File: src/rtl/uart_pkg.sv
`default_nettype none
// +--------------------------------------------------------------------------+
// | uart_pkg                                                                 |
// | Parity constants, checker state encoding and shared parity function.     |
// | Rev 1.0                                                                  |
// +--------------------------------------------------------------------------+
package uart_pkg;

   localparam logic [1:0] PAR_EVEN  = 2'b00;
   localparam logic [1:0] PAR_ODD   = 2'b01;
   localparam logic [1:0] PAR_SPACE = 2'b10;
   localparam logic [1:0] PAR_MARK  = 2'b11;

   typedef enum logic [1:0] {
      CHK_IDLE = 2'b00,
      CHK_DATA = 2'b01,
      CHK_PAR  = 2'b10,
      CHK_DONE = 2'b11
   } chk_state_e;

   // acc is the XOR of all data bits; a disabled parity always yields 0.
   function automatic logic par_expect(input logic acc, input logic [1:0] mode, input logic en);
      logic p;
      p = 1'b0;
      if (en) begin
         case (mode)
            PAR_EVEN:  p = acc;
            PAR_ODD:   p = ~acc;
            PAR_SPACE: p = 1'b0;
            default:   p = 1'b1;
         endcase
      end
      return p;
   endfunction

endpackage
`default_nettype wire

File: src/rtl/uart_parity_chk.sv
`default_nettype none
// +--------------------------------------------------------------------------+
// | uart_parity_chk                                                          |
// | Bit-serial RX parity checker FSM with done/error pulses.                 |
// | Rev 1.0                                                                  |
// +--------------------------------------------------------------------------+
module uart_parity_chk
   import uart_pkg::*;
#(
   parameter int DATA_W = 8
) (
   input  logic       clk,
   input  logic       rst,
   input  logic       parity_en,
   input  logic [1:0] parity_mode,
   input  logic       rx_start,
   input  logic       rx_bit_valid,
   input  logic       rx_bit,
   output logic       rx_done,
   output logic       rx_par_err
);

   localparam int               CNT_W    = $clog2(DATA_W + 1);
   localparam logic [CNT_W-1:0] LAST_BIT = CNT_W'(DATA_W - 1);

   chk_state_e       state_q;
   logic             acc_q;
   logic [CNT_W-1:0] bit_cnt_q;
   logic             en_q;
   logic [1:0]       mode_q;
   logic             done_q;
   logic             err_q;

   // done/err are raised on the edge that enters DONE, so they are high exactly
   // while the FSM sits in DONE.
   always_ff @(posedge clk or negedge rst) begin
      if (!rst) begin
         state_q   <= CHK_IDLE;
         acc_q     <= 1'b0;
         bit_cnt_q <= '0;
         en_q      <= 1'b0;
         mode_q    <= 2'b00;
         done_q    <= 1'b0;
         err_q     <= 1'b0;
      end else begin
         done_q <= 1'b0;
         err_q  <= 1'b0;
         if (rx_start) begin
            state_q   <= CHK_DATA;
            acc_q     <= 1'b0;
            bit_cnt_q <= '0;
            en_q      <= parity_en;
            mode_q    <= parity_mode;
         end else begin
            case (state_q)
               CHK_DATA: begin
                  if (rx_bit_valid) begin
                     acc_q     <= acc_q ^ rx_bit;
                     bit_cnt_q <= bit_cnt_q + 1'b1;
                     if (bit_cnt_q == LAST_BIT) begin
                        if (en_q) begin
                           state_q <= CHK_PAR;
                        end else begin
                           state_q <= CHK_DONE;
                           done_q  <= 1'b1;
                        end
                     end
                  end
               end
               CHK_PAR: begin
                  if (rx_bit_valid) begin
                     state_q <= CHK_DONE;
                     done_q  <= 1'b1;
                     err_q   <= (rx_bit != par_expect(acc_q, mode_q, en_q));
                  end
               end
               CHK_DONE: state_q <= CHK_IDLE;
               default:  state_q <= CHK_IDLE;
            endcase
         end
      end
   end

   assign rx_done    = done_q;
   assign rx_par_err = err_q;

endmodule
`default_nettype wire

File: src/rtl/uart_parity_unit.sv
`default_nettype none
// +--------------------------------------------------------------------------+
// | uart_parity_unit                                                         |
// | UART parity generator (TX, 1-cycle latency) and serial checker (RX).     |
// | Optional saturating error counter: define PARITY_ERR_CNT_EN.             |
// | Rev 1.0                                                                  |
// +--------------------------------------------------------------------------+
module uart_parity_unit
   import uart_pkg::*;
#(
   parameter int DATA_W = 8
) (
   input  logic              clk,
   input  logic              rst,
   input  logic              parity_en,
   input  logic [1:0]        parity_mode,
   input  logic              tx_valid,
   input  logic [DATA_W-1:0] tx_data,
   output logic              tx_par_bit,
   output logic              tx_par_valid,
   input  logic              rx_start,
   input  logic              rx_bit_valid,
   input  logic              rx_bit,
`ifdef PARITY_ERR_CNT_EN
   output logic [7:0]        err_count,
   input  logic              err_clr,
`endif
   output logic              rx_done,
   output logic              rx_par_err
);

   logic tx_par_bit_q;
   logic tx_par_valid_q;

   // The parity bit is computed at acceptance and held until the next frame.
   always_ff @(posedge clk or negedge rst) begin
      if (!rst) begin
         tx_par_bit_q   <= 1'b0;
         tx_par_valid_q <= 1'b0;
      end else begin
         tx_par_valid_q <= tx_valid;
         if (tx_valid) begin
            tx_par_bit_q <= par_expect(^tx_data, parity_mode, parity_en);
         end
      end
   end

   assign tx_par_bit   = tx_par_bit_q;
   assign tx_par_valid = tx_par_valid_q;

   uart_parity_chk #(
      .DATA_W       (DATA_W)
   ) u_chk (
      .clk          (clk),
      .rst          (rst),
      .parity_en    (parity_en),
      .parity_mode  (parity_mode),
      .rx_start     (rx_start),
      .rx_bit_valid (rx_bit_valid),
      .rx_bit       (rx_bit),
      .rx_done      (rx_done),
      .rx_par_err   (rx_par_err)
   );

`ifdef PARITY_ERR_CNT_EN
   logic [7:0] err_count_q;

   always_ff @(posedge clk or negedge rst) begin
      if (!rst) begin
         err_count_q <= 8'd0;
      end else if (err_clr) begin
         err_count_q <= 8'd0;
      end else if (rx_par_err && (err_count_q != 8'hFF)) begin
         err_count_q <= err_count_q + 8'd1;
      end
   end

   assign err_count = err_count_q;
`endif

endmodule
`default_nettype wire

File: config.mk
export PLATFORM = sky130hd
export DESIGN_NAME = uart_parity_unit
export DESIGN_NICKNAME = d
export VERILOG_FILES = /design/src/rtl/uart_pkg.sv /design/src/rtl/uart_parity_chk.sv /design/src/rtl/uart_parity_unit.sv
export SDC_FILE = /design/constraint.sdc
export NUM_CORES = 1
export LEC_CHECK = 0
export BUFFER_PORTS_ARGS = -buffer_cell sky130_fd_sc_hd__buf_4
export CAP_MARGIN = 40
export CORE_MARGIN = 2
export CORE_UTILIZATION = 45
export CTS_CLUSTER_SIZE = 10
export DETAILED_ROUTE_END_ITERATION = 16
export PLACE_DENSITY_LB_ADDON = 0.08
export SLEW_MARGIN = 15
export SYNTH_ARGS = -nofsm -noshare
export SYNTH_HDL_FRONTEND = slang
export SYNTH_SLANG_ARGS = --single-unit
File: constraint.sdc
create_clock -name clk -period 3.1 [get_ports clk]
set_input_delay 0.62 -clock clk [delete_from_list [all_inputs] [get_ports clk]]
set_output_delay 0.62 -clock clk [all_outputs]
set_load 0.02 [all_outputs]
Word-level counts from Yosys, hierarchy flattened
Cells that the tools add are included.
Storage, ports and cells
  bits in registers: 14
  word-level logic and storage cells: 59
  output and inout port bits: 4
Operators by class
  equal/unequal tests: 11
  reduce and logical (&&, ||, !) cells: 7
  $add $sub $neg: 1
  mux-type cells: 28
  bitwise logic cells: 3
Operator list (number)
  $mux W1: 17
  $mux W4: 3
  $mux W2: 4
  $reduce_xor A8 Y1: 1
  $eq A2 B1 Y1 const B: 3
  $eq A2 B2 Y1 const B: 3
  $ne A3 B3 Y1 const B: 2
  $pmux W1 S3: 2
  $add A4 B1 Y4 const B: 1
  $eq A4 B3 Y1 const B: 1
  $logic_not A2 Y1: 2
  $pmux W2 S2: 1
  $reduce_bool A2 Y1: 2
  $ne A3 B2 Y1 const B: 1
  $reduce_and A3 Y1: 1
  $not A1 Y1: 2
  $pmux W1 S2: 1
  $reduce_and A2 Y1: 1
  $ne A1 B1 Y1: 1
  $xor A1 B1 Y1: 1

Logic depth before layout (Yosys ltp)
Gate-level depths: netlist (run 1).
  word-level depth: 10
  mapped depth: 6

Cells and area by module
Synthesis (run 1) repeated with hierarchy kept, for this count alone.
Unflattened totals
  cells, all modules: 77
  area, all modules: 765.7 µm²
By module, submodules not included
  uart_parity_chk: times used 1, sequential area each 300.3 µm², area each 616.8 µm², cells each 62
  uart_parity_unit: times used 1, sequential area each 50.0 µm², area each 148.9 µm², cells each 15

Least setup slack after synthesis (run 1)
No wires, ideal clock.
  kind: input to register
  start: in tx_data[7]
  end: reg tx_par_bit_q, in the netlist tx_par_bit
  path slack: 1742 ps
  path buffers: 0
  data required time: 3013 ps
  cell stages on the path: 5
  setup time: 87 ps
  arrival time: 1271 ps
  cell sequence: xor2_1 -> xnor2_1 -> xnor2_1 -> nand4_1 -> o211ai_1
On the way
  word-level cells in the longest chain between the ends: 4
Ends and longest elaborated chain
  from (decl): line uart_parity_unit.sv:18  | input logic [DATA_W-1:0] tx_data,
  $reduce_xor A8 Y1 (*): line uart_parity_unit.sv:43  | tx_par_bit_q <= par_expect(^tx_data, parity_mode, parity_en);
  $not A1 Y1: line uart_pkg.sv:28  | PAR_ODD: p = ~acc;
  $pmux W1 S3 (*): line uart_pkg.sv:26  | case (mode)
  $mux W1 (*): line uart_pkg.sv:25  | if (en) begin
  to (signal assigned): line uart_parity_unit.sv:43
  to (decl): line uart_parity_unit.sv:32  | logic tx_par_bit_q;
Mark *: on every way between the ends. The rest lies on a longest branch, timed or not.
A chain may end at the register's enable or synchronous reset.

Worst setup path after layout (run 1)
  start: reg tx_par_bit_q, in the netlist tx_par_bit
  end: out tx_par_bit
RTL lines
  to (decl): line uart_parity_unit.sv:19  | output logic tx_par_bit,
No word-level cell between the ends.

==> results.md, run 1 <==
- Final worst slack: 1.65 ns
- Routability Congestion: 0.741
- Max-Cap Viols: 0
- CP Cell Sequence: buf_4
- Worst-Skew Late Latency: 0.28 ns
- CTS tree: built
- DRC: 0
- Fmax: 691 MHz
- WP depth: 1
- Crit-path slowest cell: dfrtp_1
- Inst Count DP: 106
- Unique masters post-synth: 24
- Setup TNS: 0 ns
- Num CTS Buffers: 3
- Post-synth top area cell: dfrtp_1
- Final Cell Area: 915 sq um
- Antenna Violating Nets Remaining: 0
- RSZ-0062 raised after global routing: false
- Crit Path Max Fanout: 2
- H-tree lvl count: 1
- Final WL: 1.31 mm
- Avg Cell Area, Syn: 10.2 sq um
- Worst Path Arrival: 0.83 ns
- Antenna violations before repair: 0
- WS Path Type: reg2out
- R2r endpoint: u_chk.bit_cnt_q[3]
- Worst Setup Start Kind: register
- Clock-pin transition on the worst setup and hold timing paths: 0.08 ns
- FF-to-FF setup slack: 1.66 ns
- Post-Syn Nets: 91
- Area growth from synthesis to layout: 25.8%
- Core area: 0.00151 sq mm
- Clock skew: 0.00448 ns
- Drt first pass iters: 3
- Slew headroom: 80.3%
- Crit-path leading delay family: flip-flops
- Total grt overflow: 0
- Slew @ Worst Pin: 0.295 ns
- DRC marker count from the first detailed-route iteration: 4
- Final total power: 0.000525 W
- Post-DP Area: 892 sq um
- Via Count: 569
- Drt via density: 5.22
- Pre-CTS setup slack: 1.55 ns
- Cts repair resizes: 0
- Final Max Slew Viols: 0
- R2R depth: 5
- Layout Cells excl Fill: 109
- Final setup violation count: 0
- Flops & latches, synth: 14
- Ports: 21
- Worst Path Buf+Inv: 1
- Site row count: 14
- Hold Buf Count CTS: 0
- Die Y: 44.2 um
- First-pass GRT wire length: 2.18 mm
- Status: complete, no violations
- Fin crit period: 1.45 ns
- Leakage: 0.438 nW
- DIE AREA: 0.00195 sq mm
- Post-synthesis sequential area ratio: 48.2%
- Largest net degree at the start of global routing: 15
- Reg2reg start: u_chk.state_q[1]
- Post-CTS setup buffers: 0
- Post-synth top area share: 48.2%
- Wire per inst: 12.0 um
- Clock Path Buffers: 2
- Die Wd: 44.2 um
- Port Buf Inserts: 20
- Layout cells sized above 1: 28.0%
- Total power divided by cell area: 574 mW/mm^2
- Post-detail-place hpwl: 1.02 mm
- Most frequent cells in the layout: 20 x buf_4, 14 x dfrtp_1, 8 x xnor2_1, 7 x nor2_1
- WP data required: 2.48 ns
- Synth area leaders: dfrtp_1 48%, xnor2_1 9.6%, ha_1 5.2%
- Post-Syn Area: 727 sq um
- Vias in the first global route: 545
- Most common cell after layout, fill and taps aside: buf_4
- Clock Sink Count: 14
- Total track usage: 15.9%
- Period utilisation layout: 46.7%
- Ant diodes: 0
- CP endpoint kind: primary output
- Peak supply drop: 0.000304 V
- HP Class: in2async
- # fillers: 142
- Cells after synthesis: 71
- Yosys warning total: 0
- Hold Vio Cnt, Final: 0
- Nets@finish: 115
- Starting Density: 48.3%
- Crit path largest cell delay: 0.39 ns
- Root Buffer: clkbuf_4
[worst reg2reg max path: cells and delay by family, from the launching register on]
family	cells	cell delay, ns
AOI/OAI and AO/OA	1	0.14
adders and majority gates	1	0.29
DFF	1	0.40
and+or+nand+nor	2	0.49
buffers and inverters	1	0.06
[cells by family (layout without fill, tap and decap cells)]
group           Yosys count  count (layout)  share of synthesized area [%]
buf+inv                   5              27                           2.75
simple gates             23              23                           15.1
mux                       2               2                           3.10
flops                    14              14                           48.2
xor+xnor                 12              12                           14.5
compound gates           12              12                           11.2
fa+ha+maj                 3               3                           5.16
[worst max path at each step]
stage | start | end
2_1_floorplan | tx_data[7] | tx_par_bit
3_3_place_gp | tx_data[7] | tx_par_bit
3_5_place_dp | tx_data[7] | tx_par_bit
4_1_cts | u_chk.state_q[1] | u_chk.bit_cnt_q[3]
5_1_grt | u_chk.state_q[1] | u_chk.bit_cnt_q[3]
6_report | tx_par_bit | tx_par_bit
[area by class of cell]
type	instances	area, sq um	area share, %
flip-flops and latches	14	350	38.3
inverters	4	15.0	1.64
well taps	16	20.0	2.19
clock buffers	3	22.5	2.46
repair buffers	20	150	16.4
multi-input cells	52	357	39.0
[metrics by stage]
stage,utilization [%],hold slack (ns)
after floorplan,-,0.324
after global placement,59.2,0.478
after detailed placement,59.2,0.480
after CTS,60.7,0.177
after global routing,60.7,0.172
final,60.7,0.168
[per-layer routing]
metal | vias to the layer above | global-route usage [%] | part of all wire, %
met5 | - | 0 | 0
met2 | 15 | 26.2 | 47
li1 | 290 | - | -
met3 | 4 | 3.67 | 4.6
met1 | 260 | 18.3 | 45
met4 | 0 | 10.9 | 3.2
[state kept, by name, summed over array words and instances (netlist names)]
name,cells
tx_par_bit,1
tx_par_valid,1
u_chk.acc_q,1
u_chk.bit_cnt_q,4
u_chk.en_q,1
u_chk.mode_q,2
u_chk.rx_done,1
u_chk.rx_par_err,1
u_chk.state_q,2
[where the power goes]
group,leakage [nW],switching [W],internal (W)
Combinational,0.244,0.000105,0.0000855
Clock,0.0138,0.0000582,0.0000451
Sequential,0.180,0.0000197,0.000212
[cells in the mapped netlist]
master      n
nand2b_1    1
and4_1      1
nand2_1     5
a211oi_1    1
o2bb2ai_1   1
nor2_1      7
buf_2       1
dfrtp_1    14
nor2b_1     1
o2111a_1    1
a41oi_1     1
or3_1       1
xnor2_1     8
o21ai_1     1
o211ai_1    2
mux2_2      2
nand3_1     5
nand4_1     1
o21ai_0     2
inv_1       4
nand2_2     1
ha_1        3
a21oi_1     3
xor2_1      4
Power figures use the tool's default switching activity.
==> inputs of run 2 (changes only) <==
--- a/config.mk
+++ b/config.mk
@@ -8,7 +8,7 @@
 export BUFFER_PORTS_ARGS = -buffer_cell sky130_fd_sc_hd__buf_4
 export CAP_MARGIN = 40
 export CORE_MARGIN = 2
-export CORE_UTILIZATION = 45
+export CORE_UTILIZATION = 44
 export CTS_CLUSTER_SIZE = 10
 export DETAILED_ROUTE_END_ITERATION = 16
 export PLACE_DENSITY_LB_ADDON = 0.08
==> constraint.sdc (replaced) <==
create_clock -name clk -period 1.15 [get_ports clk]
set_input_delay 0.23 -clock clk [delete_from_list [all_inputs] [get_ports clk]]
set_output_delay 0.23 -clock clk [all_outputs]
set_load 0.02 [all_outputs]
==> results.md, run 2 (same netlist as run 1, synthesis figures left out) <==
- Nets@finish: 124 (+7.8%)
- Die Y: 44.6 um (+1.0%)
- WP data required: 1.35 ns (-1.13 ns)
- Ant diodes: 0 (unchanged)
- GR Util met3: 3.67% (unchanged)
- Slew @ Worst Pin: 0.235 ns (-0.0607 ns)
- CP endpoint kind: register
- Routability Congestion: 0.789 (+6.5%)
- # fillers: 121 (-15%)
- Die Wd: 44.6 um (+1.0%)
- Root Buffer: clkbuf_4
- Starting Density: 47.7% (-0.55 points)
- Via Count: 609 (+7.0%)
- Worst Path Arrival: 1.48 ns (+0.65 ns)
- Area growth from synthesis to layout: 49.1%
- Ports: 21 (unchanged)
- Layout cells sized above 1: 49.5% (+22 points)
- Total power divided by cell area: 1740 mW/mm^2 (+200%)
- HP Class: in2reg
- Num CTS Buffers: 3 (unchanged)
- Post-detail-place hpwl: 1.10 mm (+8.0%)
- Most flops, register: u_chk.bit_cnt_q
- Port Buf Inserts: 20 (unchanged)
- Final Max Slew Viols: 0 (unchanged)
- WS Path Type: reg2reg
- Inst Count DP: 110 (+3.8%)
- Most frequent cells in the layout: 28 x buf_4, 14 x dfrtp_1, 7 x xnor2_1, 5 x nor2_1, 5 x nand3_1
- Crit-path slowest cell: dfrtp_1
- Fin crit period: 1.28 ns
- RSZ-0062 raised after global routing: true
- Vias in the first global route: 600 (+10%)
- Util after Layout: 71.1% (+10 points)
- Crit Path Max Fanout: 4 (+2)
- Hold Vio Cnt, Final: 0 (unchanged)
- Period utilisation layout: 111%
- Final setup violation count: 5 (+5)
- Worst Path Buf+Inv: 0 (-1)
- Max-Cap Viols: 0 (unchanged)
- Status: finished, violations left
- Clock Sink Count: 14 (unchanged)
- DIE AREA: 0.00199 sq mm (+2.1%)
- Met2 usage: 29.3% (+3.1 points)
- CTS tree: built
- Clock Path Buffers: 2 (unchanged)
- Crit path largest cell delay: 0.36 ns (-0.03 ns)
- Antenna Violating Nets Remaining: 0 (unchanged)
- Total grt overflow: 0 (unchanged)
- Antenna violations before repair: 0 (unchanged)
- Worst-Skew Late Latency: 0.28 ns (about the same)
- Regs by FF count: u_chk.bit_cnt_q x4, u_chk.mode_q x2, u_chk.state_q x2
- Worst Setup Start Kind: register
- Final worst slack: -0.130 ns (-1.78 ns)
- Final WL: 1.51 mm (+15%)
- Drt first pass iters: 1 (-2)
- Violations in the final reports: setup timing
- H-tree lvl count: 1 (unchanged)
- Total track usage: 17.7% (+1.8 points)
- Wire per inst: 12.7 um (+5.7%)
- Core area: 0.00152 sq mm (+1.2%)
- Slew headroom: 84.2% (+3.9 points)
- Crit-path leading delay family: compound AO/OA/AOI/OAI gates
- DRC: 0 (unchanged)
- Grt peak-use layer: met2
- Site row count: 14 (unchanged)
- Met1 usage: 21.9% (+3.5 points)
- DRC marker count from the first detailed-route iteration: 0 (-4)
- First-pass GRT wire length: 2.53 mm (+16%)
- Clock-pin transition on the worst setup and hold timing paths: 0.09 ns (about the same)
- Drt via density: 5.12 (-2.0%)
- Leakage: 0.509 nW (+16%)
- CP Cell Sequence: ha_2 > nand2_2 > o21ai_2 > o2bb2ai_4 > nor2_2 > a211oi_2
- Clock skew: 0.00111 ns (-0.00336 ns)
- Layout Cells excl Fill: 119 (+9.2%)
- Peak supply drop: 0.000942 V (+210%)
- Most common cell after layout, fill and taps aside: buf_4
- Largest register FFs: 4 (unchanged)
- Fmax: 781 MHz
- Largest net degree at the start of global routing: 15 (unchanged)
-- run 2: through the flow --
step | hold slack, ns | setup TNS, ns | setup slack [ns] | cell area (sq um) | power (W)
6_report | 0.0880 | -0.342 | -0.130 | 1080 | 0.00189
5_1_grt | 0.0817 | -0.736 | -0.185 | 1080 | 0.00201
4_1_cts | 0.0818 | -0.266 | -0.101 | 1030 | 0.00177
3_5_place_dp | 0.0884 | -0.300 | -0.103 | 948 | 0.00132
3_3_place_gp | 0.0869 | -0.0825 | -0.0560 | 948 | 0.00129
2_1_floorplan | -0.0656 | -0.0289 | -0.0289 | 753 | 0.00108
-- run 2: cell type report --
type                       count  area (sq um)  area share [%]
sequential                    14           350            32.3
clock buffer                   4          36.3            3.35
multi-input combinational     52           442            40.8
timing repair buffer          29           220            20.3
inverter                       4          15.0            1.39
tap                           16          20.0            1.85
-- run 2: power breakdown --
part	switching [W]	leakage (nW)	internal [W]	total (W)
Sequential	0.0000650	0.180	0.000571	0.000636
Combinational	0.000421	0.308	0.000470	0.000891
Clock	0.000166	0.0210	0.000192	0.000359
-- run 2: final timing paths --
path,start,to,cells past startpoint,slack [ns]
hold / removal,tx_valid,tx_par_valid,1,0.09
setup / recovery,u_chk.bit_cnt_q[0],u_chk.state_q[1],6,-0.13
setup reg to reg,u_chk.bit_cnt_q[0],u_chk.state_q[1],6,-0.13
min in group asynchronous,rst,tx_par_valid,2,0.33
max in group asynchronous,rst,u_chk.acc_q,2,0.66
hold reg to reg,u_chk.mode_q[1],u_chk.mode_q[1],1,0.51
-- run 2: routing by layer --
layer  vias up  part of all wire (%)
met5         -                     0
met1       284                    43
li1        309                     -
met3         2                   3.4
met4         0                  0.53
met2        14                    53
-- run 2: repair_timing --
item | 4_1_cts | 5_1_grt
hold buffers | 1 | 0
resized for setup | 5 | 8
endpoints found under the setup margin | 6 | 7
setup buffers | 2 | 2
hold endpoints to repair | 14 | 0
pin swaps | 5 | 11
-- run 2: worst reg2reg max path, stage by stage, from the launching register on --
cell and delay, ns:
dfrtp_1 0.36, ha_2 0.19, nand2_2 0.07, o21ai_2 0.19
o2bb2ai_4 0.16, nor2_2 0.05, a211oi_2 0.18
==> inputs of run 3 (changes only) <==
--- a/config.mk
+++ b/config.mk
@@ -7,7 +7,6 @@
 export LEC_CHECK = 0
 export BUFFER_PORTS_ARGS = -buffer_cell sky130_fd_sc_hd__buf_4
 export CAP_MARGIN = 40
-export CORE_MARGIN = 2
 export CORE_UTILIZATION = 44
 export CTS_CLUSTER_SIZE = 10
 export DETAILED_ROUTE_END_ITERATION = 16
==> constraint.sdc (replaced) <==
create_clock -name clk -period 1.15 [get_ports clk]
set_input_delay 0.23 -clock clk [delete_from_list [all_inputs] [get_ports clk]]
set_output_delay 0.23 -clock clk [all_outputs]
set_load 0.1 [all_outputs]
==> results.md, run 3 (same netlist as run 1, synthesis figures left out) <==
- Grt peak-use layer: met2
- Slew @ Worst Pin: 0.278 ns (+0.0438 ns)
- Drt first pass iters: 4 (+3)
- Crit-path leading delay family: flip-flops
- CTS tree: built
- DRC: 0 (unchanged)
- Final WL: 1.42 mm (-6.0%)
- HP Class: in2reg
- Violations in the final reports: setup timing
- WP data required: 1.36 ns (about the same)
- DIE AREA: 0.00182 sq mm (-8.8%)
- Status: finished, violations left
- Vias in the first global route: 594 (-1.0%)
- Final setup violation count: 4 (-1)
- Layout cells sized above 1: 49.0% (-0.49 points)
- Die Y: 42.6 um (-4.5%)
- CP endpoint kind: register
- Clock Sink Count: 14 (unchanged)
- Most common cell after layout, fill and taps aside: buf_4
- First-pass GRT wire length: 2.39 mm (-5.5%)
- Inst Count DP: 111 (+0.91%)
- Die Wd: 42.6 um (-4.5%)
- DRC marker count from the first detailed-route iteration: 8 (+8)
- Worst Path Buf+Inv: 1 (+1)
- Fin crit period: 1.22 ns (-0.0562 ns)
- Regs by FF count: u_chk.bit_cnt_q x4, u_chk.mode_q x2, u_chk.state_q x2
- Clock Path Buffers: 2 (unchanged)
- Largest net degree at the start of global routing: 15 (unchanged)
- Site row count: 14 (unchanged)
- Met1 usage: 21.5% (-0.30 points)
- RSZ-0062 raised after global routing: true
- Drt via density: 5.18 (+1.2%)
- Area growth from synthesis to layout: 49.4%
- Final Cell Area: 0.00109 sq mm (+0.23%)
- Worst Setup Start Kind: register
- CP Cell Sequence: inv_2 > ha_4 > nand2_4 > or3_4 > a21oi_2
- Post-detail-place hpwl: 1.05 mm (-5.0%)
- Num CTS Buffers: 3 (unchanged)
- Antenna violations before repair: 0 (unchanged)
- Crit-path slowest cell: dfrtp_1
- Final worst slack: -0.0739 ns (+0.0562 ns)
- Crit Path Max Fanout: 6 (+2)
- Clock-pin transition on the worst setup and hold timing paths: 0.08 ns (about the same)
- WS Path Type: reg2reg
- Antenna Violating Nets Remaining: 0 (unchanged)
- Total power divided by cell area: 1780 mW/mm^2 (+2.2%)
- Layout Cells excl Fill: 118 (-0.84%)
- Ports: 21 (unchanged)
- Hold Vio Cnt, Final: 0 (unchanged)
- Fmax: 817 MHz (+4.6%)
- Total grt overflow: 0 (unchanged)
- Crit path largest cell delay: 0.39 ns (+0.03 ns)
- Post-DP Area: 957 sq um (+0.92%)
- Routability Congestion: 0.725 (-8.2%)
- Wire per inst: 12.0 um (-5.2%)
- Via Count: 611 (+0.33%)
- Core area: 0.00152 sq mm (unchanged)
- Period utilisation layout: 106% (-4.9 points)
- Port Buf Inserts: 20 (unchanged)
- Largest register FFs: 4 (unchanged)
- Worst Path Arrival: 1.44 ns (-0.04 ns)
- Ant diodes: 0 (unchanged)
- Nets@finish: 123 (-0.81%)
- Total track usage: 17.7% (-0.043 points)
- GR Util met3: 7.76% (+4.1 points)
- Leakage: 0.504 nW (-0.96%)
- Root Buffer: clkbuf_4
- Worst-Skew Late Latency: 0.28 ns (about the same)
- Starting Density: 47.7% (unchanged)
- H-tree lvl count: 1 (unchanged)
- Clock skew: 0.00221 ns (+0.00110 ns)
- Slew headroom: 81.6% (-2.6 points)
- Most frequent cells in the layout: 24 x buf_4, 13 x dfrtp_1, 7 x xnor2_1, 6 x nor2_1, 5 x nand3_1
- Max-Cap Viols: 0 (unchanged)
- Most flops, register: u_chk.bit_cnt_q
- Peak supply drop: 0.00103 V (+8.9%)
- Met2 usage: 29.7% (+0.42 points)
- Final Max Slew Viols: 0 (unchanged)
-- run 3: changes by cell type in the layout (fill, tap and decap cells not counted), sizes merged --
| cell | delta |
|---|---|
| buf | -1 |
-- run 3: worst register-to-register path, stage by stage (launching register included) --
cell and delay, ns:
dfrtp_1 0.39, inv_2 0.07, ha_4 0.19, nand2_4 0.07, or3_4 0.32, a21oi_2 0.11
-- run 3: final cells by class --
cell class / instances / area (sq um)
tap: 16 / 20.0
inverter: 4 / 15.0
sequential: 14 / 352
multi-input combinational: 52 / 439
clock buffer: 4 / 36.3
timing repair buffer: 28 / 224
fill: 127 / 438
-- run 3: per-stage QoR --
step / utilization, % / TNS [ns] / setup WS [ns] / total power, W / hold WS (ns)
floorplan: - / -0.0507 / -0.0289 / 0.00115 / -0.0656
global placement: 62.8 / -0.0555 / -0.0293 / 0.00139 / 0.0848
detailed placement: 62.8 / -0.179 / -0.0820 / 0.00141 / 0.0868
CTS: 67.2 / -0.196 / -0.0718 / 0.00183 / 0.0837
global route: 71.3 / -0.391 / -0.133 / 0.00207 / 0.0834
finish: 71.3 / -0.167 / -0.0739 / 0.00193 / 0.0927
-- run 3: metal layers --
| metal | routed length (um) | vias to the layer above |
|---|---|---|
| met5 | 0 | - |
| met4 | 0 | 0 |
| met3 | 60 | 0 |
| met2 | 750 | 16 |
| met1 | 608 | 289 |
| li1 | - | 306 |
-- run 3: worst paths after layout --
check | from | to | slack (ns) | depth (start not counted)
hold reg to reg | u_chk.mode_q[1] | u_chk.mode_q[1] | 0.51 | 1
max in group asynchronous | rst | tx_par_bit | 0.64 | 2
min in group asynchronous | rst | tx_par_bit | 0.34 | 2
setup / recovery | u_chk.state_q[1] | u_chk.bit_cnt_q[3] | -0.07 | 5
hold / removal | tx_valid | tx_par_valid | 0.09 | 1
setup reg to reg | u_chk.state_q[1] | u_chk.bit_cnt_q[3] | -0.07 | 5
-- run 3: power by group --
part / internal, W / leakage, nW / switching, W
Clock: 0.000193 / 0.0210 / 0.000150
Combinational: 0.000480 / 0.305 / 0.000474
Sequential: 0.000573 / 0.179 / 0.0000626
-- run 3: timing repair --
item | 4_1_cts | 5_1_grt
pin swaps | 2 | 7
hold buffers | 1 | 0
endpoints found under the setup margin | 7 | 9
setup buffers | 1 | 1
gates resized for setup | 4 | 11
hold endpoints to repair | 14 | 0
